## config.mk

```make
export PLATFORM = sky130hd
export DESIGN_NAME = id_ex_stage
export DESIGN_NICKNAME = d
export VERILOG_FILES = /design/src/rtl/riscv_pkg.sv /design/src/rtl/hazard_detect.sv /design/src/rtl/id_ex_stage.sv
export SDC_FILE = /design/constraint.sdc
export NUM_CORES = 1
export LEC_CHECK = 0
export ABC_AREA = 1
export CORE_UTILIZATION = 44
export CTS_BUF_LIST = sky130_fd_sc_hd__clkbuf_8
export DETAILED_ROUTE_END_ITERATION = 16
export PLACE_DENSITY_LB_ADDON = 0.05
export SLEW_MARGIN = 20
export SYNTH_ARGS = -nofsm -noshare
export SYNTH_HDL_FRONTEND = slang
export SYNTH_SLANG_ARGS = --single-unit
```

## constraint.sdc

```tcl
create_clock -name clk -period 2.05 [get_ports clk]
set_input_delay 0.3075 -clock clk [delete_from_list [all_inputs] [get_ports clk]]
set_output_delay 0.3075 -clock clk [all_outputs]
set_load 0.03 [all_outputs]
```

## src/rtl/riscv_pkg.sv

```systemverilog
// Shared RISC-V pipeline types: control bundle, NOP constant and ID/EX payload.
package riscv_pkg;

  localparam int unsigned XLEN    = 32;
  localparam int unsigned REG_AW  = 5;
  localparam int unsigned ALUOP_W = 4;

  typedef struct packed {
    logic               regw;
    logic               memread;
    logic               memwrite;
    logic               memtoreg;
    logic               alusrc;
    logic               branch;
    logic               jump;
    logic [ALUOP_W-1:0] aluop;
  } ctrl_t;

  localparam ctrl_t CTRL_NOP = '0;

  typedef struct packed {
    logic [XLEN-1:0]   pc;
    logic [XLEN-1:0]   rs1_data;
    logic [XLEN-1:0]   rs2_data;
    logic [XLEN-1:0]   imm;
    logic [REG_AW-1:0] rs1;
    logic [REG_AW-1:0] rs2;
    logic [REG_AW-1:0] rd;
    ctrl_t             ctrl;
    logic              valid;
  } idex_t;

  // All-zero payload: invalid, NOP control, x0 addresses, so it can never look like a load.
  localparam idex_t IDEX_BUBBLE = '0;

endpackage

```

## src/rtl/hazard_detect.sv

```systemverilog
// Combinational load-use detector: ID reads a register that the load in EX has yet to write.
module hazard_detect
  import riscv_pkg::*;
(
  input  logic              valid_ex,
  input  logic              memread_ex,
  input  logic [REG_AW-1:0] rd_ex,
  input  logic [REG_AW-1:0] rs1_id,
  input  logic [REG_AW-1:0] rs2_id,
  input  logic              use_rs1_id,
  input  logic              use_rs2_id,
  input  logic              valid_id,
  output logic              hazard
);

  logic src_match;

  // A doubled source (rs1==rs2==rd) still reduces to one hazard bit, hence one stall.
  assign src_match = (use_rs1_id && (rs1_id == rd_ex)) ||
                     (use_rs2_id && (rs2_id == rd_ex));

  assign hazard = valid_ex && memread_ex && (rd_ex != '0) && src_match && valid_id;

endmodule

```

## src/rtl/id_ex_stage.sv

```systemverilog
// ID/EX pipeline register with load-use stall insertion, flush/hold priority and stall counter.
module id_ex_stage
  import riscv_pkg::*;
(
  input  logic              clk,
  input  logic              reset,
  input  logic [XLEN-1:0]   pc_id,
  input  logic [XLEN-1:0]   rs1_data_id,
  input  logic [XLEN-1:0]   rs2_data_id,
  input  logic [XLEN-1:0]   imm_id,
  input  logic [REG_AW-1:0] rs1_id,
  input  logic [REG_AW-1:0] rs2_id,
  input  logic [REG_AW-1:0] rd_id,
  input  logic              use_rs1_id,
  input  logic              use_rs2_id,
  input  ctrl_t             ctrl_id,
  input  logic              valid_id,
  input  logic              flush_i,
  input  logic              hold_i,
  output logic [XLEN-1:0]   pc_ex,
  output logic [XLEN-1:0]   rs1_data_ex,
  output logic [XLEN-1:0]   rs2_data_ex,
  output logic [XLEN-1:0]   imm_ex,
  output logic [REG_AW-1:0] rs1_ex,
  output logic [REG_AW-1:0] rs2_ex,
  output logic [REG_AW-1:0] rd_ex,
  output ctrl_t             ctrl_ex,
  output logic              valid_ex,
  output logic              stall_o,
  output logic [XLEN-1:0]   stall_cnt
);

  idex_t           ex_q, ex_d, id_in;
  logic [XLEN-1:0] stall_cnt_q, stall_cnt_d;
  logic            hazard;

  hazard_detect u_hazard_detect (
    .valid_ex   (ex_q.valid),
    .memread_ex (ex_q.ctrl.memread),
    .rd_ex      (ex_q.rd),
    .rs1_id     (rs1_id),
    .rs2_id     (rs2_id),
    .use_rs1_id (use_rs1_id),
    .use_rs2_id (use_rs2_id),
    .valid_id   (valid_id),
    .hazard     (hazard)
  );

  // Flush and hold both mask the stall: a killed or frozen instruction is not waiting on data.
  assign stall_o = hazard && !flush_i && !hold_i;

  always_comb begin
    id_in.pc       = pc_id;
    id_in.rs1_data = rs1_data_id;
    id_in.rs2_data = rs2_data_id;
    id_in.imm      = imm_id;
    id_in.rs1      = rs1_id;
    id_in.rs2      = rs2_id;
    id_in.rd       = rd_id;
    id_in.ctrl     = valid_id ? ctrl_id : CTRL_NOP;
    id_in.valid    = valid_id;
  end

  // Next-state priority below reset: flush > hold > hazard > normal load.
  always_comb begin
    ex_d        = ex_q;
    stall_cnt_d = stall_cnt_q;
    if (flush_i) begin
      ex_d = IDEX_BUBBLE;
    end else if (hold_i) begin
      ex_d = ex_q;
    end else if (hazard) begin
      ex_d = IDEX_BUBBLE;
    end else begin
      ex_d = id_in;
    end
    if (stall_o && (stall_cnt_q != '1)) begin
      stall_cnt_d = stall_cnt_q + XLEN'(1);
    end
  end

  always_ff @(posedge clk) begin
    if (reset) begin
      ex_q        <= IDEX_BUBBLE;
      stall_cnt_q <= '0;
    end else begin
      ex_q        <= ex_d;
      stall_cnt_q <= stall_cnt_d;
    end
  end

  assign pc_ex       = ex_q.pc;
  assign rs1_data_ex = ex_q.rs1_data;
  assign rs2_data_ex = ex_q.rs2_data;
  assign imm_ex      = ex_q.imm;
  assign rs1_ex      = ex_q.rs1;
  assign rs2_ex      = ex_q.rs2;
  assign rd_ex       = ex_q.rd;
  assign ctrl_ex     = ex_q.ctrl;
  assign valid_ex    = ex_q.valid;
  assign stall_cnt   = stall_cnt_q;

endmodule

```

==> results <==
[final cells by class]
type                    count  area [um^2]
multi-input cells         783         4060
repair buffers            383         3900
well taps                 229          287
clock inverters            14          173
inverters                  33          129
flip-flops and latches    187         3760
fillers                  1585         5650
clock buffers              18          248
[tightest hold or removal path: cells and delay by family]
family	cells	cell delay, ps
buf+inv	1	130
simple gates	1	60
compound gates	1	50
[registers in the layout, indices dropped and copies added (netlist names)]
signal,cells
rs2_data_ex,32
stall_cnt,32
ctrl_ex,11
rs1_ex,5
valid_ex,1
rs2_ex,5
pc_ex,32
imm_ex,32
rd_ex,5
rs1_data_ex,32
[power by group]
part	switching [mW]	total, mW	internal [mW]
registers	0.0494	3.77	3.72
logic	0.524	1.11	0.584
clock network	1.46	2.62	1.17
total	2.03	7.50	5.47
[through the flow]
| stage | worst slack [ps] | std cells | util, % | hold slack [ps] | TNS [ps] |
|---|---|---|---|---|---|
| 6_report | 75.3 | 1647 | 69.0 | 126 | 0 |
| 3_3_place_gp | -78.6 | 1611 | 66.3 | 442 | -1790 |
| 4_1_cts | 3.78 | 1644 | 68.8 | 102 | 0 |
| 3_5_place_dp | -155 | 1611 | 66.3 | 448 | -3160 |
| 2_1_floorplan | 120 | 1079 | - | 459 | 0 |
| 5_1_grt | -37.6 | 1647 | 69.0 | 111 | -37.6 |
[cell usage in the layout (no fill, tap or decap), types with 2 or more instances in the layout]
cell type | netlist | layout
sky130_fd_sc_hd__buf_12 | 1 | 12
sky130_fd_sc_hd__xor2_1 | 12 | 12
sky130_fd_sc_hd__nor2_4 | 4 | 4
sky130_fd_sc_hd__clkinvlp_4 | 0 | 2
sky130_fd_sc_hd__nand4_1 | 6 | 6
sky130_fd_sc_hd__dfxtp_4 | 0 | 3
sky130_fd_sc_hd__nand3_4 | 1 | 3
sky130_fd_sc_hd__dfxtp_1 | 187 | 183
sky130_fd_sc_hd__nand3_1 | 25 | 25
sky130_fd_sc_hd__clkbuf_8 | 0 | 18
sky130_fd_sc_hd__nor2_1 | 75 | 75
sky130_fd_sc_hd__inv_2 | 6 | 6
sky130_fd_sc_hd__xnor2_1 | 4 | 4
sky130_fd_sc_hd__inv_6 | 0 | 4
sky130_fd_sc_hd__inv_4 | 0 | 2
sky130_fd_sc_hd__bufinv_16 | 0 | 2
sky130_fd_sc_hd__a21oi_2 | 20 | 20
sky130_fd_sc_hd__buf_6 | 10 | 2
sky130_fd_sc_hd__nand2_4 | 1 | 2
sky130_fd_sc_hd__inv_1 | 27 | 25
sky130_fd_sc_hd__nand2_1 | 310 | 309
sky130_fd_sc_hd__nand2_2 | 8 | 8
sky130_fd_sc_hd__buf_4 | 1 | 23
sky130_fd_sc_hd__inv_8 | 0 | 4
sky130_fd_sc_hd__nand3b_1 | 140 | 140
sky130_fd_sc_hd__a21oi_1 | 158 | 158
sky130_fd_sc_hd__clkinv_4 | 0 | 2
sky130_fd_sc_hd__clkdlybuf4s50_1 | 0 | 345
sky130_fd_sc_hd__nor3_1 | 9 | 9
[timing repair]
item / 4_1_cts / 5_1_grt
pin swaps: 0 / 3
resized for setup: 8 / 6
setup endpoints to repair: 1 / 2
buffers inserted: 1 / 3
hold buffers: 0 / 0
[kinds of logic after synthesis]
kind of cell,after synthesis,share of synthesized area [%]
AND/OR/NAND/NOR,587,35.1
XOR/XNOR,16,1.69
AO/OA/AOI/OAI,179,11.7
buffers and inverters,109,6.37
flip-flops,187,45.0
adder cells (fa/ha/maj),1,0.150
[worst max path at each step]
stage	start	to
after floorplan	stall_cnt[1]$_SDFFE_PP0P_	stall_cnt[4]$_SDFFE_PP0P_
after global placement	rs1_id[4]	stall_cnt[16]$_SDFFE_PP0P_
after detailed placement	rs2_id[4]	stall_cnt[8]$_SDFFE_PP0P_
after CTS	rd_ex[2]$_SDFFE_PP0N_	stall_o
after global routing	rd_ex[4]$_SDFFE_PP0N_	stall_o
final	rd_ex[2]$_SDFFE_PP0N_	stall_o
[metal layers]
layer / GRT usage (%) / up-vias / part of all wire, %
li1: - / 4190 / -
met1: 30.5 / 3795 / 40
met2: 43.8 / 268 / 48
met3: 9.12 / 53 / 8.4
met4: 11.7 / 2 / 3.5
met5: 0 / - / 0.066
==> flow_metrics.py <==
metrics = {
    "place": {
        "portBuffers": 348,
        "dpl_cell_area_mm2": 0.0121,
        "gp_congestion": 0.901,
        "dp_hpwl_um": 18400,
    },
    "setup_path": {
        "cpMaxStageDelayCell": "sky130_fd_sc_hd__dfxtp_4",
        "path_cells": "inv_4 > nand2_1 > nand2_1 > nor2_1 > nand3_1 > nand2_4 > nand3_4 > inv_2 > buf_6",
        "worstPathBufferInverterCount": 3,
        "worst_path_most_repeated_cell": "sky130_fd_sc_hd__nand2_1",
        "r2r_end": "stall_cnt[16]$_SDFFE_PP0P_",
        "timing.setup.critical_path_class": "reg -> out",
        "arrival_ps": 1670,
        "cp_slowest_stage_delay_ps": 410,
        "ff2ff_path_depth": 10,
        "critical_path.endpoint_type": "output pin",
        "cp.depth": 9,
        "cp.required_ps": 1740,
        "timing.reg2reg.setup_slack_ps": 190,
        "cp_max_fo": 5,
        "critical-path-top-delay-family": "simple AND/OR/NAND/NOR gates",
        "worstSetupStartpointType": "register",
        "critical_path.reg2reg.startpoint": "stall_cnt[11]$_SDFFE_PP0P_",
    },
    "finish": {
        "finalInstanceArea_mm2": 0.0126,
        "num_antenna_cells": 0,
        "final_layout_size_suffix_gt1_share_pct": 8.53,
        "synthToLayoutAreaGrowth_pct": 51.0,
        "net_count_reported_at_finish": 1567,
    },
    "hold_path": {
        "worstHoldStart": "hold_i",
        "worstHoldEndpoint": "rd_ex[0]$_SDFFE_PP0N_",
        "holdCritPathClass": "in -> reg",
        "hold_depth": 3,
    },
    "synthesis": {
        "number_of_enable_type_register_cells_in_the_synthesized_netlist": 0,
        "synthDistinctLibCells": 33,
        "proportion_of_netlist_area_held_by_the_largest_area_contributor_pct": 45.0,
        "synth-warning-count": 0,
        "synth.yosys.seq_area_share_pct": 45.0,
        "main_area_contributors_after_synthesis": "sky130_fd_sc_hd__dfxtp_1 (45%), sky130_fd_sc_hd__nand2_1 (14%), sky130_fd_sc_hd__nand3b_1 (13%), sky130_fd_sc_hd__a21oi_1 (9.5%), sky130_fd_sc_hd__nor2_1 (3.4%)",
        "syn_nets": 1241,
        "synth.largest_area_cell": "sky130_fd_sc_hd__dfxtp_1",
        "synthArstFlopShare_pct": 0,
        "ys_top_cells_by_count": "sky130_fd_sc_hd__nand2_1 (310), sky130_fd_sc_hd__dfxtp_1 (187), sky130_fd_sc_hd__a21oi_1 (158)",
        "synthesis.instances": 1079,
        "postSynthRegisterBits": 187,
        "yosys_most_used_dff": "sky130_fd_sc_hd__dfxtp_1",
        "synth_most_common_cell": "sky130_fd_sc_hd__nand2_1",
        "post_synth.cell_area_avg_um2": 7.70,
        "synthesized_area_mm2": 0.00831,
    },
    "pwr": {
        "vdd_ir_drop_max_uv": 415,
        "finalPower_mw": 7.50,
        "powerDensity_mw_per_mm2": 598,
        "p_leak_nw": 4.45,
    },
    "global_routing": {
        "global_route.overflow_total": 0,
        "grt_pass1_wl_um": 40600,
        "grt_use_total_pct": 26.3,
        "antenna_found_initial": 1,
        "largest_net_degree_at_the_start_of_global_routing": 287,
        "first_global_vias": 7797,
    },
    "die": {
        "io_count": 349,
        "design.die.area_mm2": 0.0194,
        "fp-row-count": 49,
        "floorplan_die_width_um": 139,
        "floorplan.initialDensity_pct": 45.7,
        "die_height_um": 139,
        "design.core.area_mm2": 0.0182,
    },
    "clocking": {
        "tritoncts.num_buffers": 17,
        "clock_sinks": 187,
        "tritoncts_clock_tree": "yes",
        "cts_max_path_buffers": 2,
        "root_buffer": "sky130_fd_sc_hd__clkbuf_8",
        "clk-insertion-delay-late_ps": 470,
        "htree_num_levels": 4,
        "clk_transition_reported_paths_ps": 100,
    },
    "routing": {
        "drt_first_pass_iters": 5,
        "drt.antenna.violating_nets": 0,
        "drt_iter0_drc": 409,
        "avgViaCountPerCell": 5.04,
        "detail_route.wirelength_um": 25900,
        "route.vias.total": 8308,
        "post-route-drc-count": 0,
        "routedWlPerCell_um": 15.7,
    },
    "timing": {
        "finalHoldViolations": 0,
        "setup_violations": 0,
        "timing.final.max_slew_violations": 0,
        "finalCritPeriodShare_pct": 96.3,
        "worst-slew-pin-transition_ps": 1050,
        "maxClockFrequency_mhz": 506,
        "unrepaired_setup_endpoints_after_global_routing": "yes",
        "period_minus_slack_ps": 1970,
        "skew_ps": 17.1,
        "relSlewSlack_pct": 30.1,
    },
    "flow_run": {
        "max_cap_violations": 0,
    },
    "run_status": {
        "outcome": "completed",
    },
}
(Power assumes the default switching activity.)
